[src/rtl/corr_pkt_decoder_pkg.sv]
// Shared correlator packet definitions: byte count, byte positions and the decoded field struct.
package corrPkg;

  localparam int unsigned PKT_NBYTES = 5;

  localparam int unsigned PKTIDX_WINNUM  = 0;
  localparam int unsigned PKTIDX_COUNTX  = 1;
  localparam int unsigned PKTIDX_COUNTY  = 2;
  localparam int unsigned PKTIDX_ISECT   = 3;
  localparam int unsigned PKTIDX_SYMDIFF = 4;

  typedef struct packed {
    logic [7:0] win_num;
    logic [7:0] count_x;
    logic [7:0] count_y;
    logic [7:0] count_isect;
    logic [7:0] count_symdiff;
  } corr_pkt_t;

endpackage

[src/rtl/corr_pkt_dropcheck.sv]
// Window-number continuity checker: pulses on a gap and keeps a saturating missing-window total.
module corr_pkt_dropcheck #(
  parameter int unsigned DropCntW = 8
) (
  input  logic                clk_i,
  input  logic                rst_i,
  input  logic                cg_i,
  input  logic                load_i,
  input  logic [7:0]          win_num_i,
  input  logic                rearm_i,
  output logic                dropped_o,
  output logic [DropCntW-1:0] drop_count_o
);

  localparam int unsigned SumW = ((DropCntW > 8) ? DropCntW : 8) + 1;
  localparam logic [SumW-1:0] CntMax = SumW'({DropCntW{1'b1}});

  logic [7:0]          prev_q, prev_d;
  logic                first_q, first_d;
  logic                dropped_q, dropped_d;
  logic [DropCntW-1:0] count_q, count_d;
  logic [7:0]          gap;
  logic [SumW-1:0]     sum;

  // Modulo-256 gap: 255 -> 0 is contiguous.
  assign gap = win_num_i - prev_q - 8'd1;
  assign sum = SumW'(count_q) + SumW'(gap);

  always_comb begin
    prev_d    = prev_q;
    first_d   = first_q;
    dropped_d = dropped_q;
    count_d   = count_q;
    if (cg_i) begin
      dropped_d = 1'b0;
      if (rearm_i) begin
        first_d = 1'b1;
      end else if (load_i) begin
        prev_d  = win_num_i;
        first_d = 1'b0;
        if (!first_q && (gap != 8'd0)) begin
          dropped_d = 1'b1;
          count_d   = (sum > CntMax) ? {DropCntW{1'b1}} : sum[DropCntW-1:0];
        end
      end
    end
  end

  always_ff @(posedge clk_i) begin
    if (rst_i) begin
      prev_q    <= 8'd0;
      first_q   <= 1'b1;
      dropped_q <= 1'b0;
      count_q   <= '0;
    end else begin
      prev_q    <= prev_d;
      first_q   <= first_d;
      dropped_q <= dropped_d;
      count_q   <= count_d;
    end
  end

  // The pulse is masked while the clock gate is closed.
  assign dropped_o    = dropped_q && cg_i;
  assign drop_count_o = count_q;

endmodule

[src/rtl/corr_pkt_decoder.sv]
// Correlator packet decoder: five-byte stream to field register with valid/ready handshake.
// Drop checking is built only when CORR_PKT_DECODER_DROPCHECK_EN is defined.
module corr_pkt_decoder #(
  parameter int unsigned DROPCNT_W  = 8,
  parameter int unsigned PKT_NBYTES = 5
) (
  input  logic                 i_clk,
  input  logic                 i_rst,
  input  logic                 i_cg,
  input  logic                 i_flush,
  input  logic [7:0]           i_data,
  input  logic                 i_valid,
  output logic                 o_ready,
  output logic [7:0]           o_winNum,
  output logic [7:0]           o_countX,
  output logic [7:0]           o_countY,
  output logic [7:0]           o_countIsect,
  output logic [7:0]           o_countSymdiff,
  output logic                 o_valid,
  input  logic                 i_ready,
  output logic                 o_dropped,
  output logic [DROPCNT_W-1:0] o_dropCount
);

  import corrPkg::*;

  localparam int unsigned LastIdx = PKT_NBYTES - 1;

  logic [2:0]      byte_idx_q, byte_idx_d;
  logic [3:0][7:0] stage_q, stage_d;
  corr_pkt_t       pkt_q, pkt_d;
  logic            valid_q, valid_d;
  logic            last_byte, accept, load;

  assign last_byte = (byte_idx_q == 3'(LastIdx));
  // Only the final byte can stall, and only when the held packet is not being taken.
  assign o_ready   = i_cg && !i_flush && !(last_byte && valid_q && !i_ready);
  assign accept    = i_valid && o_ready;
  assign load      = accept && last_byte;

  always_comb begin
    byte_idx_d = byte_idx_q;
    stage_d    = stage_q;
    pkt_d      = pkt_q;
    valid_d    = valid_q;
    if (i_cg) begin
      if (i_flush) begin
        byte_idx_d = 3'd0;
        stage_d    = '0;
        valid_d    = 1'b0;
      end else begin
        if (valid_q && i_ready) begin
          valid_d = 1'b0;
        end
        if (accept) begin
          if (last_byte) begin
            byte_idx_d          = 3'd0;
            pkt_d.win_num       = stage_q[PKTIDX_WINNUM];
            pkt_d.count_x       = stage_q[PKTIDX_COUNTX];
            pkt_d.count_y       = stage_q[PKTIDX_COUNTY];
            pkt_d.count_isect   = stage_q[PKTIDX_ISECT];
            pkt_d.count_symdiff = i_data;
            valid_d             = 1'b1;
          end else begin
            stage_d[byte_idx_q[1:0]] = i_data;
            byte_idx_d               = byte_idx_q + 3'd1;
          end
        end
      end
    end
  end

  always_ff @(posedge i_clk) begin
    if (i_rst) begin
      byte_idx_q <= 3'd0;
      stage_q    <= '0;
      pkt_q      <= '0;
      valid_q    <= 1'b0;
    end else begin
      byte_idx_q <= byte_idx_d;
      stage_q    <= stage_d;
      pkt_q      <= pkt_d;
      valid_q    <= valid_d;
    end
  end

  assign o_valid        = valid_q;
  assign o_winNum       = pkt_q.win_num;
  assign o_countX       = pkt_q.count_x;
  assign o_countY       = pkt_q.count_y;
  assign o_countIsect   = pkt_q.count_isect;
  assign o_countSymdiff = pkt_q.count_symdiff;

`ifdef CORR_PKT_DECODER_DROPCHECK_EN
  corr_pkt_dropcheck #(
    .DropCntW (DROPCNT_W)
  ) u_dropcheck (
    .clk_i        (i_clk),
    .rst_i        (i_rst),
    .cg_i         (i_cg),
    .load_i       (load),
    .win_num_i    (stage_q[PKTIDX_WINNUM]),
    .rearm_i      (i_flush),
    .dropped_o    (o_dropped),
    .drop_count_o (o_dropCount)
  );
`else
  logic unused_load;
  assign unused_load = load;
  assign o_dropped   = 1'b0;
  assign o_dropCount = '0;
`endif

endmodule

[config.mk]
export PLATFORM = sky130hd
export DESIGN_NAME = corr_pkt_decoder
export DESIGN_NICKNAME = d
export VERILOG_FILES = /design/src/rtl/corr_pkt_decoder_pkg.sv /design/src/rtl/corr_pkt_dropcheck.sv /design/src/rtl/corr_pkt_decoder.sv
export SDC_FILE = /design/constraint.sdc
export NUM_CORES = 1
export LEC_CHECK = 0
export ABC_AREA = 1
export ABC_CLOCK_PERIOD_IN_PS = 1500
export CAP_MARGIN = 20
export CORE_ASPECT_RATIO = 0.6
export CORE_MARGIN = 3
export CORE_UTILIZATION = 35
export DETAILED_ROUTE_END_ITERATION = 12
export MAX_ROUTING_LAYER = met4
export PLACE_DENSITY_LB_ADDON = 0.05
export SLEW_MARGIN = 20
export SYNTH_ARGS = -nofsm -noshare
export SYNTH_HDL_FRONTEND = slang
export SYNTH_SLANG_ARGS = --single-unit
[constraint.sdc]
create_clock -name i_clk -period 1.5 [get_ports i_clk]
set_input_delay 0.3 -clock i_clk [delete_from_list [all_inputs] [get_ports i_clk]]
set_output_delay 0.3 -clock i_clk [all_outputs]
set_load 0.02 [all_outputs]
==> results of run 1 <==
==> cell type report <==
cell class | count | area (um2)
clock buffer | 10 | 239.0
sequential | 76 | 1524
tap | 108 | 135.1
timing repair buffer | 95 | 1007
clock inverter | 6 | 86.33
fill | 756 | 3364
multi-input combinational | 272 | 1680
inverter | 16 | 65.06
==> metrics by stage <==
step | std cells | total power [mW] | TNS [ns]
floorplan | 397 | 2.252 | 0
global placement | 555 | 2.357 | -18.35
detailed placement | 555 | 2.359 | -21.75
CTS | 572 | 4.748 | -0.1372
global route | 583 | 4.996 | -2.080
finish | 583 | 4.829 | -0.3083
==> timing repair <==
item	in CTS	in global routing
gates cloned	1	4
pin swaps	1	31
setup endpoints to repair	50	61
gates resized for setup	48	99
buffers inserted	0	8
==> placed cells by master (no fill, tap or decap), types with 3 or more instances in the layout <==
cell / count
sky130_fd_sc_hd__inv_2: 3
sky130_fd_sc_hd__nor2_1: 9
sky130_fd_sc_hd__nand2_4: 5
sky130_fd_sc_hd__nand2_2: 14
sky130_fd_sc_hd__clkdlybuf4s50_1: 11
sky130_fd_sc_hd__buf_6: 4
sky130_fd_sc_hd__a21oi_2: 28
sky130_fd_sc_hd__ha_1: 3
sky130_fd_sc_hd__nand3_1: 19
sky130_fd_sc_hd__nand2_8: 3
sky130_fd_sc_hd__nand2_1: 103
sky130_fd_sc_hd__dfxtp_1: 74
sky130_fd_sc_hd__conb_1: 9
sky130_fd_sc_hd__nand3_4: 11
sky130_fd_sc_hd__inv_1: 12
sky130_fd_sc_hd__buf_4: 23
sky130_fd_sc_hd__clkbuf_16: 13
sky130_fd_sc_hd__a21oi_1: 48
sky130_fd_sc_hd__nand3_2: 6
sky130_fd_sc_hd__dlygate4sd2_1: 41
sky130_fd_sc_hd__buf_12: 8
==> worst max-delay path: cells and delay by family (launching register included) <==
| family | cells | cell delay, ns |
|---|---|---|
| buffers and inverters | 2 | 0.22 |
| and+or+nand+nor | 1 | 0.06 |
| AOI/OAI and AO/OA | 1 | 0.20 |
| adders and majority gates | 1 | 0.15 |
| DFF | 1 | 0.32 |
==> state kept, by name, summed over array words and instances, names as in the netlist <==
signal	count
stage_q	32
byte_idx_q	3
o_winNum	8
o_countX	8
o_valid	1
o_countSymdiff	8
o_countY	8
o_countIsect	8
==> per-layer routing <==
metal | vias to the layer above | share of wire (%) | wire length (um)
li1 | 1417 | - | -
met1 | 1312 | 51 | 4296
met2 | 50 | 42 | 3531
met3 | 11 | 4.9 | 412
met4 | 0 | 1.5 | 125
met5 | - | 0 | 0
==> path summary, 6_finish.rpt <==
kind                                   endpoint     startpoint  slack (ns)  depth (start not counted)
worst min-delay path            o_countIsect[2]    stage_q[26]        0.46                          2
worst min register to register  o_countIsect[2]    stage_q[26]        0.46                          2
worst max-delay path                    o_ready  byte_idx_q[1]       -0.08                          5
worst max register to register      stage_q[17]  byte_idx_q[1]       -0.05                         10
==> power by group <==
group / internal [mW] / switching [mW]
Clock: 1.50 / 0.871
Sequential: 2.03 / 0.00660
Combinational: 0.176 / 0.244
==> cell families (layout without fill, tap and decap cells) <==
group | count (synthesis) | count (layout) | synth area share, %
AO/OA/AOI/OAI | 79 | 79 | 13.30
XOR/XNOR | 1 | 1 | 0.2920
adder cells (fa/ha/maj) | 4 | 4 | 1.668
buffers and inverters | 49 | 127 | 8.882
flip-flops | 76 | 76 | 50.71
other | 1 | 9 | 0.1250
AND/OR/NAND/NOR | 179 | 179 | 25.02
==> results.txt, run 1 <==
- The run finished, with violations left.
- Failing checks: negative setup slack
- Most frequent cells after synthesis: sky130_fd_sc_hd__nand2_1 (124), sky130_fd_sc_hd__a21oi_1 (76), sky130_fd_sc_hd__dfxtp_1 (76)
- Number of storage elements in the synthesis netlist: 76
* RSZ-0062 raised after global routing: yes
- CTS Hold Buffers Added: 0
- Averaged over all synthesized cells, the footprint is about 7.7 um2.
* Ys flop type: sky130_fd_sc_hd__dfxtp_1
- Global routing consumed, on the met2 layer, 23.19% of the routing resources.
* Area fraction of the dominant cell type after synthesis: 50.71%
- Synth Cell Area: ~3000 um2
- Slowest stage cell on the critical path: sky130_fd_sc_hd__dfxtp_2
- Max-cap violations: 0
- The clock reaches the later pin of the worst-skew pair after 0.34 ns.
- Endpoint type of the worst setup path: output port
* Worst-path clk slew: around 0.060 ns
- The share of the Yosys chip area taken by registers is about half.
* GRT Residual Overflow: 0
- Root cell of the clock tree: sky130_fd_sc_hd__clkbuf_16
- The final critical path takes up 105.6% of the cycle.
- The global routing stage identified its most utilized layer as met1.
- Data on the critical path arrives at its endpoint at ~1.3 ns.
- Across all setup checks in the final design, the least slack found is -0.08466 ns.
* Clock skew: 0.005445 ns
- CTS max path bufs: 2
* Worst VDD drop: 0.5291 mV
- For this run, design rule violations remaining after detail routing come to 0.
- Final weighted congestion of routability-driven global placement: 0.8005
- Clock net sink count: 76
- In this run the core area contains 25 standard-cell rows.
- Proportion of register bits with asynchronous set or reset after synthesis: 0%
* Data required time at the worst endpoint: 1.20 ns
* Synth area leaders: sky130_fd_sc_hd__dfxtp_1 (51%), sky130_fd_sc_hd__nand2_1 (16%), sky130_fd_sc_hd__a21oi_1 (13%), sky130_fd_sc_hd__nand3_1 (6.0%), sky130_fd_sc_hd__buf_4 (3.3%)
- Overall fraction of global-route tracks in use: 17.21%
* Area after DPL: roughly 3800 um2
- Routed vias/inst: between 4 and 5
* Area of the core: 8102 um2
- The die is 125.5 um wide.
* Die Footprint: 9756 um2
* Layout Utilization: 58.47%
* Clock tree from TritonCTS: built
* Count of yosys warnings during synthesis: 0
* Share of cells above drive strength 1: 29.47%
- Global routing used 5.708% of the available met3 tracks.
* Final max-slew violation count: 0
* Top-count cell post-synth: sky130_fd_sc_hd__nand2_1
- Global routing usage on met1: roughly a quarter
- Number of hold violations in the final report: 0
- Final design area excluding fillers: 4737 um2
- Drt first-iter violations: 151
* Antenna diodes: 0
- The first global-routing pass estimated roughly 13 mm of wire.
- Maximum number of pins on one net before global-route repair: 77
* Yosys top cell by area: sky130_fd_sc_hd__dfxtp_1
* Antenna violations before repair: 0
* Nets: 488
- Critical setup path kind: reg2out
* Fmax achieved: about 0.63 GHz
- Number of distinct library cell variants in the gate-level netlist after synthesis: 23
- Counting flops with a built-in enable in the synthesized netlist gives 0.
- Relative to the synthesized area, the layout overhead comes to 57.88%.
* Number of global-route vias before repair: around 2600
* Startpoint type of the worst setup path: register
* Transition at the pin with the smallest max-transition slack: 0.7255 ns
* Critical path peak fanout: 3
- Port buffering added 55 buffers.
- Counting the buffers created by CTS gives 9.
* Worst min path class: reg2reg
- The worst path in the final design needs a cycle of about 1.6 ns, including I/O delays and setup.
- Via count: 2790
* Final HPWL DP: 5.189 mm
- During I/O placement, the number of pins put on the boundary was 65.
* Setup Slack @ Placement: -0.5254 ns
* Cells along the critical path: inv_2 -> ha_4 -> nand2_4 -> o21a_1 -> buf_6
- Post-route worst hold slack: 0.4563 ns
* Detailed-route wire length: 8.366 mm
- Routed length per instance: 14.35 um
- The count of nets left with antenna violations once routing finished came out at 0.
- Worst relative slew slack: 51.46%
- H-tree levels: 3
- The initial utilization of the core area, before any placement, comes to a little under two fifths.
- Ratio of total power to cell area: roughly 1000 nW/um2
- Setup violation total in the final timing report: 11
- The first detailed-routing pass ran for 4 iterations.
- Pleak: about 1.8 nW
* Number of instances in the synthesized netlist: 389
* Largest stage delay on the critical path: 0.32 ns
- Die Y: 77.72 um
Power figures use the tool's default switching activity.
==> run 2, diff against run 1 <==
Settings changed: RECOVER_POWER set to 100.
==> results.txt, run 2 (same netlist as run 1, synthesis figures left out) <==
- Routed length per instance: roughly 14 um
* Commonest non-fill, non-tap cell in the layout: sky130_fd_sc_hd__nand2_1
- Worst Reg-to-Reg Cells: 10
- The internal portion of the total power is 3.706 mW.
- Along the worst path, the maximum fanout reaches 3.
- The final route contains ~2800 vias.
* Reg power frac: 42.2%
- The core region is 8102 um2.
- Antenna diodes: 0
- Transition at the pin with the smallest max-transition slack: ~0.72 ns
- Walking the worst path, the cells encountered are inv_2 -> ha_4 -> nand2_4 -> o21a_1 -> buf_6.
- Compared with the post-synthesis result, the final layout area differs by 56.17%.
- After the first detailed-routing iteration, the DRC count stood at 159.
- The final number of hold-violating endpoints came to 0.
- Starting Density: 37.03%
* Pleak: 1.816 nW
- Die outline width: 125.5 um
- The floorplan has 25 rows.
- Setup repair after global routing could not meet its margin everywhere.
* Wire length of the first global-routing pass: 12.94 mm
- Total design power: 4.823 mW
* Fmax achieved: 0.6312 GHz
- Clock tree from TritonCTS: built
* Final max-slew violation count: 0
* Number of search-and-repair iterations in the first detailed-routing pass: 4
- Together, buffers and inverters on the worst path number 2.
- Routability-driven placement finished with a final weighted congestion of 0.8005.
- Share of cells above drive strength 1: 29.05%
* Max-cap violations: 0
- GRT Residual Overflow: 0
* Root cell of the clock tree: sky130_fd_sc_hd__clkbuf_16
- The worst pin sits at a relative slew slack of 51.76%.
- Once layout is complete, the cells apart from fillers number around 580.
- Cell family with the largest share of critical-path delay: flip-flops
- Clock net sink count: 76
* CTS Hold Buffers Added: 0
* Top register by number of flip-flops: stage_q
- Antenna Nets Post-Route: 0
- The clock network is responsible for just under 50% of the overall power.
- Number of port buffers: 55
- Routed vias/inst: 4.789
- Including well taps, the total number of placed cells is around 560.
- After layout, the worst setup slack is -0.08428 ns.
- Setup violations remaining at the end of the flow were counted as 11.
- The worst path uses 105.6% of the clock period.
* Largest stage delay on the critical path: 0.32 ns
- Leading cell types in the layout, fill and taps excluded: sky130_fd_sc_hd__nand2_1 (104), sky130_fd_sc_hd__dfxtp_1 (74), sky130_fd_sc_hd__a21oi_1 (49)
- Entering global routing, the biggest net connects 77 pins.
- Die Footprint: 9756 um2
* Share of total power in combinational logic: 8.7%
- Nets: 488
- Overall fraction of global-route tracks in use: 17.21%
- Across all register-to-register paths, the minimum setup slack is -0.05 ns.
- The setup path with the least slack is of type reg2out.
- The critical path runs through a total of 5 cells.
- Pin placement for this block handled 65 I/O pins.
- Slowest stage cell on the critical path: sky130_fd_sc_hd__dfxtp_2
* Arrival time at the worst endpoint: 1.28 ns
* Outcome: finished with violations
- Failing checks: negative setup slack
- The worst hold path passes through 3 cells.
* Clock skew: 0.005066 ns
- Worst-path clk slew: 0.06 ns
* Data required time at the worst endpoint: 1.20 ns
- Number of global-route vias before repair: 2556
* Accumulated negative setup slack: -0.3166 ns
- Startpoint type of the worst setup path: register
* Count of unresolved DRC violations after routing: 0
- VDD sags by at most ~0.53 mV.
* Detailed-route wire length: 8.413 mm
- On the final layout, the worst hold slack is between 0.4 and 0.5 ns.
- The number of clock buffers added by TritonCTS is 9.
- The tightest min-delay check is of the in2reg type.
- In this run the deepest clock path goes through 2 buffers.
- Switching power: about 1.1 mW
- Once placement finished, the instance area stood at 3825 um2.
- Worst-skew pair later-pin latency: 0.34 ns
- CTS built an H-tree with a depth of 3.
- Final HPWL DP: 5.189 mm
- Antenna violations before repair: 0
* Endpoint type of the worst setup path: output port
* Fraction of power spent switching nets: 23.17%
- Die Y: 77.72 um
* Time the final worst path needs with I/O delays and setup: ~1.6 ns
- Flip-flop count of the largest register, all copies and words added: 32
- Final design area excluding fillers: approximately 4700 um2
- Dividing total power by cell area gives a power density of 1029 nW/um2.
==> run 2: cell count changes in the layout (fill, tap and decap cells not counted), sizes merged <==
cell | before | now
inv | 16 | 17
clkinv | 3 | 2
clkbuf | 14 | 17
buf | 38 | 35
==> run 2: area by class of cell <==
class,instances,area (um2)
tap,108,135.1
timing repair buffer,95,964.7
inverter,16,62.56
fill,765,3416
clock inverter,6,86.33
multi-input combinational,272,1674
clock buffer,10,239.0
sequential,76,1524
==> run 2: power by group through the flow <==
stage | clock [mW] | combinational, mW | sequential [mW]
final | 2.37 | 0.419 | 2.04
after global routing | 2.51 | 0.448 | 2.04
after CTS | 2.41 | 0.298 | 2.04
after detailed placement | 0 | 0.279 | 2.08
after global placement | 0 | 0.277 | 2.08
after floorplan | 0 | 0.172 | 2.08
==> run 2: per-stage QoR <==
step / setup slack (ns) / utilization [%]
floorplan: 0.003923 / -
global placement: -0.4653 / 47.21
detailed placement: -0.5254 / 47.21
CTS: -0.1372 / 51.10
global route: -0.1487 / 57.84
finish: -0.08428 / 57.84
==> run 2: what timing repair did <==
item / in CTS / in global routing
gates cloned: 1 / 4
buffers inserted: 0 / 8
resized for setup: 48 / 99
setup endpoints to repair: 50 / 61
pin swaps: 1 / 31
==> run 2: metal layers <==
layer,share of wire (%),wire (um),track usage (%)
met1,51,4317,24.15
met2,41,3489,23.19
met3,6.1,511,5.708
met4,1.1,94,5.519
met5,0,0,-
==> run 2: worst paths after layout <==
| check | end | startpoint |
|---|---|---|
| worst min-delay path | o_winNum[2] | i_rst |
| worst max-delay path | o_ready | byte_idx_q[1] |
| worst min register to register | o_countIsect[2] | stage_q[26] |
| worst max register to register | stage_q[17] | byte_idx_q[1] |
==> run 2: worst register-to-register path, cell delays in order, from the launching register on <==
cell	delay (ns)
sky130_fd_sc_hd__dfxtp_2	0.33
sky130_fd_sc_hd__inv_2	0.05
sky130_fd_sc_hd__ha_4	0.16
sky130_fd_sc_hd__nand2_4	0.08
sky130_fd_sc_hd__a31oi_4	0.09
sky130_fd_sc_hd__nor2_4	0.19
sky130_fd_sc_hd__buf_12	0.18
sky130_fd_sc_hd__buf_12	0.12
sky130_fd_sc_hd__nand2_8	0.09
sky130_fd_sc_hd__nand2_1	0.10
sky130_fd_sc_hd__a21oi_2	0.05
==> run 3, diff against run 2 <==
Settings changed: CORE_ASPECT_RATIO 0.6 to not set.
==> results.txt, run 3 (same netlist as run 1, synthesis figures left out) <==
- The flow ran to the end, but the final reports show violations.
* Failing checks: negative setup slack
- The tree is rooted in a sky130_fd_sc_hd__clkbuf_8.
* Setup violation total in the final timing report: 2
- Startpoint type of the worst setup path: register
* Starting Density: 36.33%
* Syn-to-layout area delta: 48.12%
- Between clock sinks in the finished design, the worst skew comes to 0.006321 ns.
- Worst min path class: in2reg
* Maximum number of pins on one net before global-route repair: 77
- Wire length of the first global-routing pass: approximately 12 mm
* Rows: 33
- Nets: ~500
- Antenna Nets Post-Route: 0
* Via count: 2712
* Count of unresolved DRC violations after routing: 0
- For the pin with the worst max-slew slack, the measured transition is 0.5559 ns.
- Final HPWL DP: 4.952 mm
* Overall fraction of global-route tracks in use: 16.26%
- Number of top-level pins: 65
* Routed length per instance: 13.07 um
- The final number of hold-violating endpoints was 0.
* CTS max path bufs: 2
* # fillers: 830
- Max-cap violations: 0
- Detailed-route wire length: 7.544 mm
- Die outline width: between 90 and 100 um
- Placed Cells incl. Taps: around 550
- Data arrives at the worst endpoint at about 1.3 ns.
* Share of cells above drive strength 1: 29.03%
* Critical path peak fanout: 3
* Number of search-and-repair iterations in the first detailed-routing pass: 4
- H-tree levels: 3
* Worst relative slew slack: between 60% and 70%
- Ranked by flip-flop count, first place goes to stage_q.
* Part of the cycle the worst path needs: 106.3%
* CTS Hold Buffers Added: 0
* Total CTS buffers: 9
* Area of the core: 8258 um2
- Number of global-route vias before repair: 2551
* Layout Utilization: 53.82%
- The worst setup path is captured at an output port.
- Routed vias/inst: about 4.7
- The critical path is of the reg2out type.
* Setup slack of the worst register-to-register path: 0 ns
- The clock reaches the later pin of the worst-skew pair after 0.34 ns.
- The library cells used most frequently in the layout, excluding fill and tap cells, are sky130_fd_sc_hd__nand2_1 (98), sky130_fd_sc_hd__dfxtp_1 (74), sky130_fd_sc_hd__a21oi_1 (51).
* Data required time at the worst endpoint: 1.20 ns
- Post-route worst hold slack: 0.4524 ns
- RSZ-0062 raised after global routing: yes
- Die Y: 98.59 um
* Fmax achieved: 0.6274 GHz
- The congestion estimate from routability-driven global placement came to 0.7476.
- Ratio of total power to cell area: 865.2 nW/um2
* Commonest non-fill, non-tap cell in the layout: sky130_fd_sc_hd__nand2_1
- During placement, the flow inserted port buffers numbering 55.
* Worst-path clk slew: approximately 0.080 ns
* Worst setup slack after layout: -0.09394 ns
* Drt first-iter violations: 61
- 0 antenna diodes ended up in the layout.
- For this run the aggregate overflow at the end of global routing stands at 0.
- Total design power: roughly 3.8 mW
- Clock net sink count: 76
- Die Footprint: 9719 um2
- Once layout is complete, the cells apart from fillers number 577.
- Summed over all cells, the static leakage comes to 1.754 nW.
- Time the final worst path needs with I/O delays and setup: 1.594 ns
* Worst VDD drop: about 0.36 mV
- Clock tree from TritonCTS: built
* Final max-slew violation count: 0
* Antenna violations before repair: 0
- Flip-flop count of the largest register, all copies and words added: 32
[run 3: cell count changes in the layout (fill, tap and decap cells not counted), sizes merged]
cell,delta
buf,+3
bufinv,-2
clkbuf,-4
clkinvlp,+1
dlygate4sd2,+1
dlymetal6s2s,-1
inv,-1
[run 3: path summary, 6_finish.rpt]
| kind | to | depth (start not counted) | from |
|---|---|---|---|
| hold / removal | stage_q[26] | 3 | i_rst |
| setup / recovery | o_ready | 5 | byte_idx_q[1] |
| setup reg to reg | stage_q[5] | 8 | byte_idx_q[1] |
| hold reg to reg | o_countX[0] | 2 | stage_q[8] |
[run 3: where the power goes]
part	leakage [nW]	internal, mW	switching (mW)
clock network	0.0872	0.676	0.734
logic	1.05	0.172	0.227
registers	0.613	2.03	0.00960
[run 3: timing repair]
action / 4_1_cts / 5_1_grt
cloned: 2 / 1
endpoints found under the hold margin: 0 / 0
setup endpoints to repair: 77 / 71
resized for setup: 59 / 84
buffers inserted: 7 / 2
pin swaps: 10 / 28
[run 3: cell type report]
| cell class | count | area [um2] | area share (%) |
|---|---|---|---|
| multi-input cells | 272 | 1618 | 36.40 |
| flip-flops and latches | 76 | 1524 | 34.29 |
| clock buffers | 11 | 151.4 | 3.407 |
| inverters | 16 | 62.56 | 1.408 |
| clock inverters | 4 | 25.02 | 0.5631 |
| well taps | 105 | 131.4 | 2.956 |
| repair buffers | 93 | 932.1 | 20.97 |
[run 3: worst max-delay path, cell delays in order (launching register included)]
cell and delay, ns:
sky130_fd_sc_hd__dfxtp_2 0.33, sky130_fd_sc_hd__inv_2 0.08, sky130_fd_sc_hd__ha_4 0.15, sky130_fd_sc_hd__nand2_4 0.06, sky130_fd_sc_hd__o21a_1 0.20, sky130_fd_sc_hd__buf_6 0.14
[run 3: per-layer routing]
layer	track usage [%]	up-vias	wire (um)
met4	6.303	0	102
met1	22.41	1249	3770
met2	23.66	48	3416
li1	-	1406	-
met5	-	-	0
met3	3.043	9	255
[run 3: stage by stage]
step | cell area [um2] | setup slack (ns) | TNS (ns)
6_report | 4444 | -0.09394 | -0.09553
5_1_grt | 4444 | -0.1533 | -4.850
4_1_cts | 4129 | -0.1240 | -0.1240
3_5_place_dp | 3834 | -0.4856 | -20.98
3_3_place_gp | 3834 | -0.4750 | -20.05
2_1_floorplan | 3065 | 0.003923 | 0
